`src/rtl/reset_sequencer.sv`:
```
// Staged reset sequencer: hold, wait for clock lock, release reset stages in order, run.
// Define RESET_SEQ_LOCK_FILTER_EN to require LOCK_FILTER consecutive lock samples before release.
module reset_sequencer #(
  parameter int NUM_STAGES   = 3,
  parameter int HOLD_CYCLES  = 16,
  parameter int STAGE_DELAY  = 8,
  parameter int LOCK_TIMEOUT = 1000,
  parameter int LOCK_FILTER  = 4
) (
  input  logic                  clk,
  input  logic                  rst,
  input  logic                  soft_rst_req,
  input  logic                  pll_locked,
  output logic [NUM_STAGES-1:0] rst_out,
  output logic                  done,
  output logic                  timeout_err,
  output logic [3:0]            retry_cnt,
  output logic [1:0]            state_dbg
);

  // Handshake note: soft_rst_req is a level sampled every cycle; there is no ready/ack.

  localparam int REL_CYCLES = STAGE_DELAY * NUM_STAGES;
  localparam int MAX_A      = (HOLD_CYCLES > LOCK_TIMEOUT) ? HOLD_CYCLES : LOCK_TIMEOUT;
  localparam int MAX_CNT    = (MAX_A > REL_CYCLES) ? MAX_A : REL_CYCLES;
  localparam int CNT_W      = $clog2(MAX_CNT + 1);

  localparam logic [CNT_W-1:0] HOLD_LAST = CNT_W'(HOLD_CYCLES - 1);
  localparam logic [CNT_W-1:0] WAIT_LAST = CNT_W'(LOCK_TIMEOUT - 1);
  localparam logic [CNT_W-1:0] REL_LAST  = CNT_W'(REL_CYCLES - 1);

  if (NUM_STAGES < 1 || NUM_STAGES > 8) begin : g_bad_stages
    $error("reset_sequencer: NUM_STAGES out of range");
  end
  if (LOCK_FILTER < 1 || LOCK_FILTER > 255) begin : g_bad_filter
    $error("reset_sequencer: LOCK_FILTER out of range");
  end

  typedef enum logic [1:0] {
    HOLD      = 2'd0,
    WAIT_LOCK = 2'd1,
    RELEASE   = 2'd2,
    RUN       = 2'd3
  } state_t;

  state_t                  state_q, state_d;
  logic [CNT_W-1:0]        cnt_q, cnt_d;
  logic [NUM_STAGES-1:0]   rst_out_q, rst_out_d;
  logic                    done_q, done_d;
  logic                    terr_q, terr_d;
  logic [3:0]              retry_q, retry_d;
  logic                    lock_ok;
  logic                    timeout;
  logic                    trigger;

`ifdef RESET_SEQ_LOCK_FILTER_EN
  localparam logic [7:0] FILT_LAST = 8'(LOCK_FILTER - 1);
  logic [7:0] filt_q, filt_d;
  assign lock_ok = pll_locked && (filt_q == FILT_LAST);
`else
  assign lock_ok = pll_locked;
`endif

  assign timeout = (state_q == WAIT_LOCK) && !lock_ok && (cnt_q == WAIT_LAST);
  // Loss of lock is a trigger only once release has started, and is never filtered.
  assign trigger = soft_rst_req ||
                   (!pll_locked && (state_q == RELEASE || state_q == RUN));

  always_comb begin
    state_d   = state_q;
    cnt_d     = cnt_q;
    rst_out_d = rst_out_q;
    done_d    = done_q;
    terr_d    = terr_q;
    retry_d   = retry_q;
`ifdef RESET_SEQ_LOCK_FILTER_EN
    filt_d    = '0;
`endif
    case (state_q)
      HOLD: begin
        rst_out_d = '1;
        done_d    = 1'b0;
        if (soft_rst_req) begin
          cnt_d = '0;
        end else if (cnt_q == HOLD_LAST) begin
          state_d = WAIT_LOCK;
          cnt_d   = '0;
        end else begin
          cnt_d = cnt_q + 1'b1;
        end
      end
      WAIT_LOCK: begin
        rst_out_d = '1;
        done_d    = 1'b0;
        if (timeout) begin
          terr_d  = 1'b1;
          retry_d = (retry_q == 4'hF) ? retry_q : retry_q + 1'b1;
        end
        if (soft_rst_req || timeout) begin
          state_d = HOLD;
          cnt_d   = '0;
        end else if (lock_ok) begin
          state_d = RELEASE;
          cnt_d   = '0;
        end else begin
          cnt_d = cnt_q + 1'b1;
`ifdef RESET_SEQ_LOCK_FILTER_EN
          filt_d = pll_locked ? filt_q + 1'b1 : '0;
`endif
        end
      end
      RELEASE: begin
        if (trigger) begin
          state_d   = HOLD;
          cnt_d     = '0;
          rst_out_d = '1;
          done_d    = 1'b0;
        end else begin
          cnt_d = cnt_q + 1'b1;
          for (int i = 0; i < NUM_STAGES; i++) begin
            if (cnt_q == CNT_W'(STAGE_DELAY * (i + 1) - 1)) rst_out_d[i] = 1'b0;
          end
          if (cnt_q == REL_LAST) begin
            state_d = RUN;
            cnt_d   = '0;
            done_d  = 1'b1;
          end
        end
      end
      RUN: begin
        if (trigger) begin
          state_d   = HOLD;
          cnt_d     = '0;
          rst_out_d = '1;
          done_d    = 1'b0;
        end else begin
          rst_out_d = '0;
          done_d    = 1'b1;
        end
      end
      default: begin
        state_d   = HOLD;
        cnt_d     = '0;
        rst_out_d = '1;
        done_d    = 1'b0;
      end
    endcase
  end

  always_ff @(posedge clk) begin
    if (rst) begin
      state_q   <= HOLD;
      cnt_q     <= '0;
      rst_out_q <= '1;
      done_q    <= 1'b0;
      terr_q    <= 1'b0;
      retry_q   <= '0;
`ifdef RESET_SEQ_LOCK_FILTER_EN
      filt_q    <= '0;
`endif
    end else begin
      state_q   <= state_d;
      cnt_q     <= cnt_d;
      rst_out_q <= rst_out_d;
      done_q    <= done_d;
      terr_q    <= terr_d;
      retry_q   <= retry_d;
`ifdef RESET_SEQ_LOCK_FILTER_EN
      filt_q    <= filt_d;
`endif
    end
  end

  assign rst_out     = rst_out_q;
  assign done        = done_q;
  assign timeout_err = terr_q;
  assign retry_cnt   = retry_q;
  assign state_dbg   = state_q;

endmodule

```
`config.mk`:
```
export PLATFORM = sky130hd
export DESIGN_NAME = reset_sequencer
export DESIGN_NICKNAME = d
export VERILOG_FILES = /design/src/rtl/reset_sequencer.sv
export SDC_FILE = /design/constraint.sdc
export NUM_CORES = 1
export LEC_CHECK = 0
export BUFFER_PORTS_ARGS = -buffer_cell sky130_fd_sc_hd__buf_2
export CORE_ASPECT_RATIO = 0.75
export CORE_MARGIN = 2
export CORE_UTILIZATION = 35
export CTS_CLUSTER_DIAMETER = 60
export DETAILED_ROUTE_END_ITERATION = 10
export HOLD_SLACK_MARGIN = 0.03
export PLACE_DENSITY_LB_ADDON = 0.1
export SYNTH_ARGS = -nofsm -noshare
export SYNTH_HDL_FRONTEND = slang
export SYNTH_SLANG_ARGS = --single-unit
```
`constraint.sdc`:
```
create_clock -name clk -period 3.5 [get_ports clk]
set_input_delay 0.7 -clock clk [delete_from_list [all_inputs] [get_ports clk]]
set_output_delay 0.7 -clock clk [all_outputs]
set_load 0.005 [all_outputs]
```
==> metrics.txt, run 1 <==
# TYPE chip_impl_metric gauge
chip_impl_info{name="endpoint_kind",value="register"} 1
chip_impl_metric{name="critical_path.max_fanout",unit=""} 6
chip_impl_info{name="ys.flop_type",value="dfxtp_1"} 1
chip_impl_metric{name="port_buffers",unit=""} 14
chip_impl_metric{name="drive_gt1_frac",unit=""} 0.190
chip_impl_metric{name="num-nets-final",unit=""} 144
chip_impl_metric{name="globalplace.congestion",unit=""} 0.854
chip_impl_metric{name="post_cts.resized_instances",unit=""} 0
chip_impl_metric{name="path_clk_slew",unit="ns"} 0.08
chip_impl_metric{name="final_hold_viol_count",unit=""} 0
chip_impl_info{name="crit_path_leading_delay_family",value="simple AND/OR/NAND/NOR gates"} 1
chip_impl_metric{name="critical_path.max_stage_delay",unit="ns"} 0.44
chip_impl_metric{name="synth-warning-count",unit=""} 0
chip_impl_metric{name="antenna_found_initial",unit=""} 0
chip_impl_info{name="rsz0062_at_grt",value="no"} 1
chip_impl_metric{name="met2_usage",unit=""} 0.208
chip_impl_metric{name="placedCellCount",unit=""} 171
chip_impl_metric{name="core_region_area",unit="sq um"} 2940
chip_impl_info{name="worst_hold_path_type",value="reg2reg"} 1
chip_impl_metric{name="grt_use_met3",unit=""} 0.0519
chip_impl_metric{name="worstPathRequired",unit="ns"} 3.66
chip_impl_metric{name="vias",unit=""} 917
chip_impl_metric{name="postRouteWirelength",unit="um"} 2280
chip_impl_info{name="outcome",value="finished, final reports clean"} 1
chip_impl_metric{name="clock_insertion_delay_worst_skew",unit="ns"} 0.27
chip_impl_info{name="cp_slowest_cell",value="dfxtp_1"} 1
chip_impl_metric{name="place.detailed.hpwl",unit="um"} 1660
chip_impl_metric{name="finalWorstPathRequiredPeriod",unit="ns"} 1.85
chip_impl_metric{name="layoutNonFillerInstCount",unit=""} 175
chip_impl_metric{name="slew_violations",unit=""} 0
chip_impl_metric{name="postCtsSetupBuffers",unit=""} 0
chip_impl_metric{name="num_antenna_cells",unit=""} 0
chip_impl_metric{name="floorplan.die.height",unit="um"} 51.9
chip_impl_metric{name="postRouteAntennaNets",unit=""} 0
chip_impl_info{name="setup.worst_path.start_class",value="register"} 1
chip_impl_metric{name="irDropWorstVdd",unit="mV"} 0.221
chip_impl_metric{name="power.density",unit="nW/um^2"} 346
chip_impl_metric{name="area_growth_syn_to_layout",unit="%"} 13.4
chip_impl_metric{name="grt_util_all_layers",unit=""} 0.148
chip_impl_metric{name="grt_use_met1",unit=""} 0.221
chip_impl_info{name="clock_tree.root_cell",value="clkbuf_8"} 1
chip_impl_metric{name="chipWidth",unit="um"} 67.8
chip_impl_metric{name="synth.ff_latch_count",unit=""} 21
chip_impl_metric{name="cts.sink_count",unit=""} 21
chip_impl_info{name="synth_area_leader_cell",value="dfxtp_1"} 1
chip_impl_info{name="synth_top_cells_by_area",value="dfxtp_1, xor2_1, nor2_1"} 1
chip_impl_metric{name="synth_area",unit="sq um"} 1070
chip_impl_metric{name="timing.max_cap.violations",unit=""} 0
chip_impl_metric{name="largest_net_degree_at_the_start_of_global_routing",unit=""} 15
chip_impl_info{name="path_class",value="reg2reg"} 1
chip_impl_metric{name="ports",unit=""} 15
chip_impl_metric{name="rows",unit=""} 17
chip_impl_info{name="most_numerous_cell_types_in_the_synthesized_netlist",value="dfxtp_1, nor2_1, nand2_1, inv_1, xor2_1"} 1
chip_impl_info{name="cp_cell_sequence",value="ha_1 -> and4bb_2 -> nand4_1 -> o21bai_1 -> mux2i_1 -> nor2_1"} 1
chip_impl_metric{name="worst_ep_arrival_time",unit="ns"} 2.00
chip_impl_metric{name="drt_iter0_drcs",unit=""} 17
chip_impl_metric{name="static-leakage-power",unit="nW"} 0.459
chip_impl_metric{name="max_freq",unit="GHz"} 0.542
chip_impl_metric{name="overall_die_area",unit="sq um"} 3520
chip_impl_metric{name="timing.slew.headroom",unit=""} 0.656
chip_impl_metric{name="timing.final.setup_violations",unit=""} 0
chip_impl_metric{name="starting_density",unit=""} 0.364
chip_impl_metric{name="route.detailed.drc",unit=""} 0
chip_impl_metric{name="critical_path_buf_inv_count",unit=""} 0
chip_impl_metric{name="synth.net_count",unit=""} 128
chip_impl_metric{name="fin_setup_tns",unit="ns"} 0
chip_impl_metric{name="max_slew.worst_pin.slew",unit="ns"} 0.511
chip_impl_metric{name="number_of_synthesized_flops_with_an_enable_pin",unit=""} 0
chip_impl_metric{name="hold_buffers",unit=""} 0
chip_impl_metric{name="grt_first_pass_wirelength",unit="um"} 3900
chip_impl_metric{name="htree_levels",unit=""} 1
chip_impl_info{name="global_route.peak_usage_layer",value="met1"} 1
chip_impl_metric{name="cts_made_buffers",unit=""} 3
chip_impl_metric{name="finalCritPeriodShare",unit=""} 0.527
chip_impl_metric{name="drt-vias-per-instance",unit=""} 5.24
chip_impl_metric{name="clockBufferDepth",unit=""} 2
chip_impl_metric{name="finClkSkew",unit="ns"} 0.00807
chip_impl_info{name="synth_most_common_cell",value="dfxtp_1"} 1
chip_impl_metric{name="synth_sequential_area_ratio",unit=""} 0.393
chip_impl_metric{name="routed_wire_length_per_instance",unit="um"} 13.0
chip_impl_metric{name="detailedRoute.firstPassIterationCount",unit=""} 4
chip_impl_metric{name="share_of_the_synthesized_area_in_the_top_cell_type",unit=""} 0.393
chip_impl_metric{name="post_synth_inst_count",unit=""} 122
chip_impl_info{name="tritoncts_clock_tree",value="built"} 1
chip_impl_metric{name="via_count_of_the_first_global_routing_pass",unit=""} 786
chip_impl_metric{name="synth_area_per_cell",unit="sq um"} 8.77
chip_impl_metric{name="global_route.overflow_total",unit=""} 0
chip_impl_metric{name="yosys.cell_types.count",unit=""} 39
chip_impl_metric{name="async_flop_share",unit=""} 0
==> worst paths after layout <==
check	from	to	slack (ns)	cells after the start
worst min register to register	timeout_err	timeout_err	0.45	2
worst max register to register	cnt_q[0]	retry_cnt[1]	1.65	6
worst max-delay path	cnt_q[0]	retry_cnt[1]	1.65	6
worst min-delay path	timeout_err	timeout_err	0.45	2
==> power by group <==
group          leakage (nW)  internal, mW  switching [mW]
Sequential            0.170         0.240         0.00166
Clock                0.0255        0.0795          0.0840
Combinational         0.264       0.00557         0.00935
Total                 0.459         0.325          0.0950
==> metrics by stage <==
step	utilization	total power, mW	setup WS, ns	area, sq um	hold WS, ns
finish	0.413	0.420	1.65	1210	0.446
global route	0.413	0.438	1.51	1210	0.474
detailed placement	0.398	0.262	1.44	1170	0.437
floorplan	-	0.256	1.66	1070	0.442
global placement	0.398	0.262	1.48	1170	0.432
CTS	0.413	0.426	1.64	1210	0.450
==> state kept, by name (all words and copies together) (netlist names) <==
signal,flops
cnt_q,10
timeout_err,1
done,1
rst_out,3
retry_cnt,4
state_dbg,2
==> metal layers <==
layer	share of wire	vias up
li1	-	472
met1	0.52	424
met2	0.43	19
met3	0.046	2
met4	0.0044	0
met5	0	-
==> kinds of logic (layout without fill, tap and decap cells) <==
family                   after synthesis  count (layout)  share of synthesized area
AND/OR/NAND/NOR                       59              59                      0.302
adder cells (fa/ha/maj)                2               2                     0.0234
XOR/XNOR                               9               9                     0.0737
multiplexers                           1               1                    0.00936
AO/OA/AOI/OAI                         20              20                      0.156
buffers and inverters                 10              25                     0.0433
flip-flops                            21              21                      0.393
==> cell usage in the layout (no fill, tap or decap), drive strengths merged, types with 3 or more instances in the layout <==
| cell type | count |
|---|---|
| a21oi | 6 |
| a31oi | 3 |
| and3 | 3 |
| buf | 14 |
| clkbuf | 3 |
| dfxtp | 21 |
| inv | 7 |
| nand2 | 9 |
| nand3 | 5 |
| nand4 | 6 |
| nor2 | 18 |
| nor3 | 5 |
| nor4 | 3 |
| xor2 | 7 |
==> tightest hold or removal path: stages, from the launching register on <==
cell	delay (ns)
dfxtp_1	0.31
inv_1	0.04
a21oi_1	0.05
==> cell type report <==
cell class	count	area, sq um
fill	309	1720
multi-input combinational	91	603
sequential	21	420
timing repair buffer	14	70.1
tap	38	47.5
clock buffer	3	41.3
inverter	7	26.3
clock inverter	1	5.00
(Power assumes the default switching activity.)
==> run 2, diff against run 1 <==
- clock period: 3.5 -> 1.5 ns (I/O delays scaled with it)
==> metrics.txt, run 2 (synthesis gave the netlist of run 1 again) <==
# TYPE chip_impl_metric gauge
chip_impl_info{name="outcome",value="complete, but fails checks"} 1
chip_impl_info{name="violated_checks",value="setup timing"} 1
chip_impl_metric{name="timing.final.setup_violations",unit=""} 12
chip_impl_metric{name="worst_ep_arrival_time",unit="ns"} 1.75
chip_impl_info{name="hold_end",value="retry_cnt[0]"} 1
chip_impl_info{name="setup.worst_path.start_class",value="register"} 1
chip_impl_info{name="crit_path_leading_delay_family",value="compound AO/OA/AOI/OAI gates"} 1
chip_impl_metric{name="clockBufferDepth",unit=""} 2
chip_impl_metric{name="via_count_of_the_first_global_routing_pass",unit=""} 942
chip_impl_metric{name="global_route.overflow_total",unit=""} 0
chip_impl_metric{name="static-leakage-power",unit="nW"} 0.621
chip_impl_metric{name="grt_util_all_layers",unit=""} 0.175
chip_impl_metric{name="slew_violations",unit=""} 0
chip_impl_metric{name="route.detailed.drc",unit=""} 0
chip_impl_info{name="clock_tree.root_cell",value="clkbuf_8"} 1
chip_impl_info{name="cp_cell_sequence",value="ha_4 -> and4bb_2 -> buf_4 -> a31oi_4 -> a21oi_4 -> a21o_4 -> nor2_1"} 1
chip_impl_info{name="tritoncts_clock_tree",value="built"} 1
chip_impl_metric{name="largest_net_degree_at_the_start_of_global_routing",unit=""} 15
chip_impl_metric{name="num-nets-final",unit=""} 173
chip_impl_info{name="layout.cells.most_common",value="buf_4"} 1
chip_impl_metric{name="routed_wire_length_per_instance",unit="um"} 13.3
chip_impl_metric{name="num_antenna_cells",unit=""} 0
chip_impl_metric{name="globalplace.congestion",unit=""} 0.807
chip_impl_info{name="cp_slowest_cell",value="dfxtp_4"} 1
chip_impl_metric{name="overall_die_area",unit="sq um"} 3520
chip_impl_metric{name="whs_path_depth",unit=""} 2
chip_impl_info{name="r2r_end",value="cnt_q[5]"} 1
chip_impl_metric{name="cts_made_buffers",unit=""} 3
chip_impl_metric{name="path_clk_slew",unit="ns"} 0.08
chip_impl_info{name="endpoint_kind",value="register"} 1
chip_impl_metric{name="htree_levels",unit=""} 1
chip_impl_metric{name="antenna_found_initial",unit=""} 0
chip_impl_info{name="rsz0062_at_grt",value="yes"} 1
chip_impl_metric{name="worstPathRequired",unit="ns"} 1.70
chip_impl_metric{name="core_region_area",unit="sq um"} 2940
chip_impl_info{name="registers.top_by_ff_count",value="cnt_q"} 1
chip_impl_info{name="hp-start",value="rst"} 1
chip_impl_info{name="layout_common_cells",value="buf_4, nor2_1, dfxtp_1, buf_2, nand2_1"} 1
chip_impl_metric{name="rows",unit=""} 17
chip_impl_metric{name="max_slew.worst_pin.slew",unit="ns"} 0.290
chip_impl_metric{name="postRouteAntennaNets",unit=""} 0
chip_impl_metric{name="detailedPlace.worstSlack",unit="ns"} -0.131
chip_impl_metric{name="rr_worst_depth",unit=""} 7
chip_impl_metric{name="finalCritPeriodShare",unit=""} 1.03
chip_impl_info{name="path_class",value="reg2reg"} 1
chip_impl_metric{name="vias",unit=""} 1049
chip_impl_metric{name="drt-vias-per-instance",unit=""} 5.14
chip_impl_metric{name="critical_path.max_stage_delay",unit="ns"} 0.36
chip_impl_metric{name="final_hold_viol_count",unit=""} 0
chip_impl_metric{name="place.detailed.hpwl",unit="um"} 1980
chip_impl_metric{name="timing.max_cap.violations",unit=""} 0
chip_impl_info{name="crit-reg2reg-launch",value="cnt_q[0]"} 1
chip_impl_metric{name="largest_register_ffs",unit=""} 10
chip_impl_metric{name="max_freq",unit="GHz"} 0.646
chip_impl_metric{name="critical_path_buf_inv_count",unit=""} 1
chip_impl_metric{name="floorplan.die.height",unit="um"} 51.9
chip_impl_metric{name="grt_first_pass_wirelength",unit="um"} 4460
chip_impl_metric{name="drt_iter0_drcs",unit=""} 16
chip_impl_metric{name="clock_insertion_delay_worst_skew",unit="ns"} 0.26
chip_impl_metric{name="detailedRoute.firstPassIterationCount",unit=""} 4
chip_impl_metric{name="area_growth_syn_to_layout",unit="%"} 42.7
chip_impl_metric{name="postRouteWirelength",unit="um"} 2700
chip_impl_metric{name="chipWidth",unit="um"} 67.8
chip_impl_metric{name="finalWorstPathRequiredPeriod",unit="ns"} 1.55
chip_impl_metric{name="finish.instance_area",unit="sq um"} 1530
chip_impl_metric{name="finClkSkew",unit="ns"} 0.00355
chip_impl_metric{name="hold_buffers",unit=""} 0
chip_impl_metric{name="timing.slew.headroom",unit=""} 0.805
chip_impl_metric{name="irDropWorstVdd",unit="mV"} 0.388
chip_impl_info{name="worst_hold_path_type",value="in2reg"} 1
chip_impl_metric{name="power.density",unit="nW/um^2"} 654
chip_impl_metric{name="place_area",unit="sq um"} 1390
chip_impl_metric{name="finalWorstSetupSlack",unit="ns"} -0.0491
chip_impl_metric{name="regToRegSetupSlack",unit="ns"} -0.05
chip_impl_metric{name="starting_density",unit=""} 0.364
chip_impl_metric{name="drive_gt1_frac",unit=""} 0.452
chip_impl_metric{name="cts.sink_count",unit=""} 21
chip_impl_metric{name="port_buffers",unit=""} 14
chip_impl_metric{name="ports",unit=""} 15
chip_impl_metric{name="critical_path.max_fanout",unit=""} 8
run 2: cell count changes in the layout (fill, tap and decap cells not counted), moves of 2 or more:
cell,previous run,this run
nor4_1,3,1
buf_4,0,29
dfxtp_2,0,6
nand3_2,0,2
nand3_1,5,3
nor4_2,0,2
nor2_2,2,4
dfxtp_1,21,14
nor2_1,16,14
run 2: power by group:
group / leakage [nW] / switching, mW / internal (mW)
clock network: 0.0255 / 0.196 / 0.185
logic: 0.423 / 0.0285 / 0.0264
registers: 0.173 / 0.00266 / 0.559
run 2: how the worst max path moves through the flow:
stage                             from           end  slack (ns)  depth (start not counted)
final                         cnt_q[0]      cnt_q[5]       -0.05                          7
after global routing          cnt_q[1]  retry_cnt[3]       -0.14                          7
after CTS                     cnt_q[0]  state_dbg[1]       -0.06                          7
after detailed placement    pll_locked      cnt_q[1]       -0.13                          6
after global placement      pll_locked  state_dbg[1]       -0.09                          5
after floorplan           state_dbg[1]      cnt_q[2]       -0.01                          6
run 2: per-stage QoR:
step / utilization / power, mW / std cells / setup TNS (ns) / hold slack, ns
after detailed placement: 0.472 / 0.624 / 196 / -1.45 / 0.443
after global placement: 0.472 / 0.624 / 196 / -0.999 / 0.433
final: 0.520 / 0.998 / 204 / -0.460 / 0.384
after floorplan: - / 0.599 / 122 / -0.0887 / 0.364
after global routing: 0.520 / 1.04 / 204 / -1.33 / 0.392
after CTS: 0.503 / 1.01 / 202 / -0.474 / 0.385
run 2: worst register-to-register path: stages, from the launching register on:
cell	delay [ns]
dfxtp_4	0.36
ha_4	0.16
and4bb_2	0.23
buf_4	0.15
a31oi_4	0.20
a21oi_4	0.06
a21o_4	0.26
nor2_1	0.08
run 2: area by class of cell:
class	count	area, sq um
Clock buffer	3	41.3
Clock inverter	1	5.00
Fill cell	298	1410
Inverter	7	26.3
Multi-Input combinational cell	91	687
Sequential cell	21	432
Tap cell	38	47.5
Timing Repair Buffer	43	288
run 2: metal layers:
| metal | routed length [um] | GRT usage | vias to the layer above |
|---|---|---|---|
| met2 | 1230 | 0.263 | 11 |
| met4 | 26 | 0.0600 | 0 |
| met1 | 1370 | 0.244 | 502 |
| li1 | - | - | 532 |
| met3 | 72 | 0.0455 | 4 |
| met5 | 0 | 0 | - |
run 2: what timing repair did:
action | in CTS | in global routing
pin swaps | 7 | 8
cloned | 0 | 0
resized for setup | 6 | 9
setup buffers | 2 | 2
endpoints found under the setup margin | 16 | 17
==> run 3, diff against run 2 <==
- ABC_AREA: not set -> 1
==> metrics.txt, run 3 <==
# TYPE chip_impl_metric gauge
chip_impl_metric{name="place_area",unit="sq um"} 1270
chip_impl_metric{name="power_switching",unit="mW"} 0.212
chip_impl_info{name="ys.flop_type",value="dfxtp_1"} 1
chip_impl_metric{name="floorplan.die.height",unit="um"} 52.8
chip_impl_metric{name="port_buffers",unit=""} 14
chip_impl_metric{name="synth.ff_latch_count",unit=""} 21
chip_impl_metric{name="synth_sequential_area_ratio",unit=""} 0.378
chip_impl_info{name="worst_hold_path_type",value="in2reg"} 1
chip_impl_metric{name="drt_iter0_drcs",unit=""} 40
chip_impl_info{name="path_class",value="reg2reg"} 1
chip_impl_metric{name="postRouteWirelength",unit="um"} 2550
chip_impl_info{name="synth_top_cells_by_area",value="dfxtp_1, nand2_1, nor2_1"} 1
chip_impl_metric{name="largest_net_degree_at_the_start_of_global_routing",unit=""} 12
chip_impl_metric{name="timing.max_cap.violations",unit=""} 0
chip_impl_metric{name="post_synth_inst_count",unit=""} 161
chip_impl_metric{name="route.detailed.drc",unit=""} 0
chip_impl_metric{name="place.detailed.hpwl",unit="um"} 1790
chip_impl_info{name="cp_cell_sequence",value="ha_4 -> nand2_4 -> nor2_4 -> nand3_2 -> nand3_2 -> nand2_4 -> nor2_4 -> nand2_4 -> nand2_4 -> nor2_1"} 1
chip_impl_metric{name="met2_usage",unit=""} 0.245
chip_impl_info{name="synth_most_common_cell",value="nand2_1"} 1
chip_impl_info{name="layout_common_cells",value="nand2_1, nor2_1, inv_1"} 1
chip_impl_metric{name="cts.sink_count",unit=""} 21
chip_impl_metric{name="p_int",unit="mW"} 0.765
chip_impl_metric{name="detailedRoute.firstPassIterationCount",unit=""} 4
chip_impl_metric{name="share_of_the_synthesized_area_in_the_top_cell_type",unit=""} 0.378
chip_impl_metric{name="path_clk_slew",unit="ns"} 0.08
chip_impl_metric{name="chipWidth",unit="um"} 69.1
chip_impl_info{name="tritoncts_clock_tree",value="built"} 1
chip_impl_info{name="global_route.peak_usage_layer",value="met2"} 1
chip_impl_metric{name="seq_power_share",unit=""} 0.576
chip_impl_metric{name="ports",unit=""} 15
chip_impl_metric{name="rows",unit=""} 17
chip_impl_metric{name="area_growth_syn_to_layout",unit="%"} 27.8
chip_impl_metric{name="async_flop_share",unit=""} 0
chip_impl_metric{name="postRouteAntennaNets",unit=""} 0
chip_impl_metric{name="drt-vias-per-instance",unit=""} 4.78
chip_impl_metric{name="clkPwrFrac",unit=""} 0.378
chip_impl_metric{name="max_slew.worst_pin.slew",unit="ns"} 0.282
chip_impl_metric{name="worstPathRequired",unit="ns"} 1.65
chip_impl_metric{name="num-nets-final",unit=""} 193
chip_impl_metric{name="synth-warning-count",unit=""} 0
chip_impl_metric{name="clock_insertion_delay_worst_skew",unit="ns"} 0.26
chip_impl_metric{name="number_of_synthesized_flops_with_an_enable_pin",unit=""} 0
chip_impl_metric{name="grt_util_all_layers",unit=""} 0.149
chip_impl_info{name="endpoint_kind",value="register"} 1
chip_impl_metric{name="critical_path.max_fanout",unit=""} 5
chip_impl_metric{name="hold_buffers",unit=""} 0
chip_impl_metric{name="timing.final.setup_violations",unit=""} 0
chip_impl_info{name="registers.top_by_ff_count",value="cnt_q"} 1
chip_impl_metric{name="num_antenna_cells",unit=""} 0
chip_impl_metric{name="core_region_area",unit="sq um"} 2980
chip_impl_metric{name="critical_path.max_stage_delay",unit="ns"} 0.37
chip_impl_metric{name="vias",unit=""} 1070
chip_impl_metric{name="hold_ws",unit="ns"} 0.295
chip_impl_metric{name="largest_register_ffs",unit=""} 10
chip_impl_metric{name="grt_use_met3",unit=""} 0.0519
chip_impl_info{name="layout.cells.most_common",value="nand2_1"} 1
chip_impl_metric{name="yosys.cell_types.count",unit=""} 23
chip_impl_metric{name="overall_die_area",unit="sq um"} 3650
chip_impl_metric{name="slew_violations",unit=""} 0
chip_impl_metric{name="power_frac_comb",unit=""} 0.046
chip_impl_info{name="most_numerous_cell_types_in_the_synthesized_netlist",value="nand2_1, nor2_1, inv_1, dfxtp_1, nand3_1"} 1
chip_impl_metric{name="drive_gt1_frac",unit=""} 0.285
chip_impl_metric{name="synth_area_per_cell",unit="sq um"} 6.90
chip_impl_metric{name="proportion_of_total_power_due_to_net_switching",unit=""} 0.217
chip_impl_metric{name="fin_setup_tns",unit="ns"} 0
chip_impl_metric{name="max_freq",unit="GHz"} 0.683
chip_impl_metric{name="timing.slew.headroom",unit=""} 0.812
chip_impl_info{name="outcome",value="finished, final reports clean"} 1
chip_impl_metric{name="grt_use_met1",unit=""} 0.189
chip_impl_metric{name="finalWorstPathRequiredPeriod",unit="ns"} 1.46
chip_impl_metric{name="global_route.overflow_total",unit=""} 0
chip_impl_info{name="cp_slowest_cell",value="dfxtp_4"} 1
chip_impl_metric{name="starting_density",unit=""} 0.373
chip_impl_metric{name="finClkSkew",unit="ns"} 0.00434
chip_impl_info{name="setup.worst_path.start_class",value="register"} 1
chip_impl_metric{name="via_count_of_the_first_global_routing_pass",unit=""} 951
chip_impl_info{name="clock_tree.root_cell",value="clkbuf_8"} 1
chip_impl_metric{name="clockBufferDepth",unit=""} 2
chip_impl_metric{name="synth_area",unit="sq um"} 1110
chip_impl_metric{name="cts_made_buffers",unit=""} 3
chip_impl_metric{name="worst_ep_arrival_time",unit="ns"} 1.62
chip_impl_info{name="synth_area_leader_cell",value="dfxtp_1"} 1
chip_impl_info{name="crit_top_cell",value="nand2_4"} 1
chip_impl_metric{name="grt_first_pass_wirelength",unit="um"} 4220
chip_impl_metric{name="htree_levels",unit=""} 1
chip_impl_metric{name="synth.net_count",unit=""} 167
chip_impl_metric{name="irDropWorstVdd",unit="mV"} 0.432
chip_impl_metric{name="finish.instance_area",unit="sq um"} 1420
chip_impl_metric{name="power.density",unit="nW/um^2"} 687
chip_impl_metric{name="static-leakage-power",unit="nW"} 0.642
chip_impl_metric{name="globalplace.congestion",unit=""} 0.797
chip_impl_metric{name="final_hold_viol_count",unit=""} 0
chip_impl_metric{name="finalCritPeriodShare",unit=""} 0.976
chip_impl_metric{name="routed_wire_length_per_instance",unit="um"} 11.4
chip_impl_metric{name="antenna_found_initial",unit=""} 0
chip_impl_info{name="rsz0062_at_grt",value="yes"} 1
chip_impl_metric{name="power.total",unit="mW"} 0.976
[run 3: cell count changes after synthesis, sizes merged, moves of 3 or more]
cell	change
xor2	-3
nand3	+7
nor2	+13
nor4	-3
nand4	-3
o21ai	+8
nor3	-3
nand2	+32
inv	+16
a31oi	-3
and3	-3
[run 3: cell families after synthesis]
family | after synthesis | share of synthesized area
AND/OR/NAND/NOR | 91 | 0.384
buffers and inverters | 23 | 0.0777
flip-flops | 21 | 0.378
AO/OA/AOI/OAI | 17 | 0.0811
XOR/XNOR | 6 | 0.0473
adder cells (fa/ha/maj) | 2 | 0.0225
multiplexers | 1 | 0.00901
[run 3: worst max-delay path, delay by kind of cell, from the launching register on]
| family | cells | cell delay [ns] |
|---|---|---|
| simple gates | 9 | 0.83 |
| flops | 1 | 0.37 |
| fa+ha+maj | 1 | 0.16 |
[run 3: cell type report]
class / instances / area, sq um
Clock buffer: 4 / 45.0
Fill cell: 304 / 1560
Inverter: 23 / 86.3
Multi-Input combinational cell: 118 / 697
Sequential cell: 21 / 429
Tap cell: 38 / 47.5
Timing Repair Buffer: 20 / 115
[run 3: path summary, 6_finish.rpt]
check / startpoint / to / slack [ns] / depth (start not counted)
hold reg to reg: timeout_err / timeout_err / 0.45 / 2
setup reg to reg: cnt_q[1] / cnt_q[0] / 0.04 / 10
hold / removal: rst / timeout_err / 0.30 / 2
setup / recovery: cnt_q[1] / cnt_q[0] / 0.04 / 10
[run 3: layer usage]
layer	up-vias	wire length (um)
met1	491	1260
met4	0	14
met5	-	0
met3	2	114
li1	558	-
met2	19	1160
[run 3: repair_timing]
| item | CTS | global route |
|---|---|---|
| gates cloned | 1 | 0 |
| setup endpoints to repair | 12 | 15 |
| gates resized for setup | 4 | 22 |
| pin swaps | 1 | 10 |
| setup buffers | 0 | 1 |
[run 3: power by group through the flow]
stage                     Clock, mW  Combinational, mW  Sequential, mW
after CTS                     0.391             0.0421           0.563
after detailed placement          0             0.0372           0.575
after global placement            0             0.0367           0.575
after global routing          0.415             0.0497           0.562
after floorplan                   0             0.0208           0.575
final                         0.369             0.0452           0.562
[run 3: metrics by stage]
stage                     cells  worst slack, ns   util
final                       224           0.0357  0.477
after global routing        224          -0.0654  0.477
after CTS                   223          0.00956  0.449
after detailed placement    218          -0.0596  0.425
after global placement      218          -0.0299  0.425
after floorplan             161            0.111      -
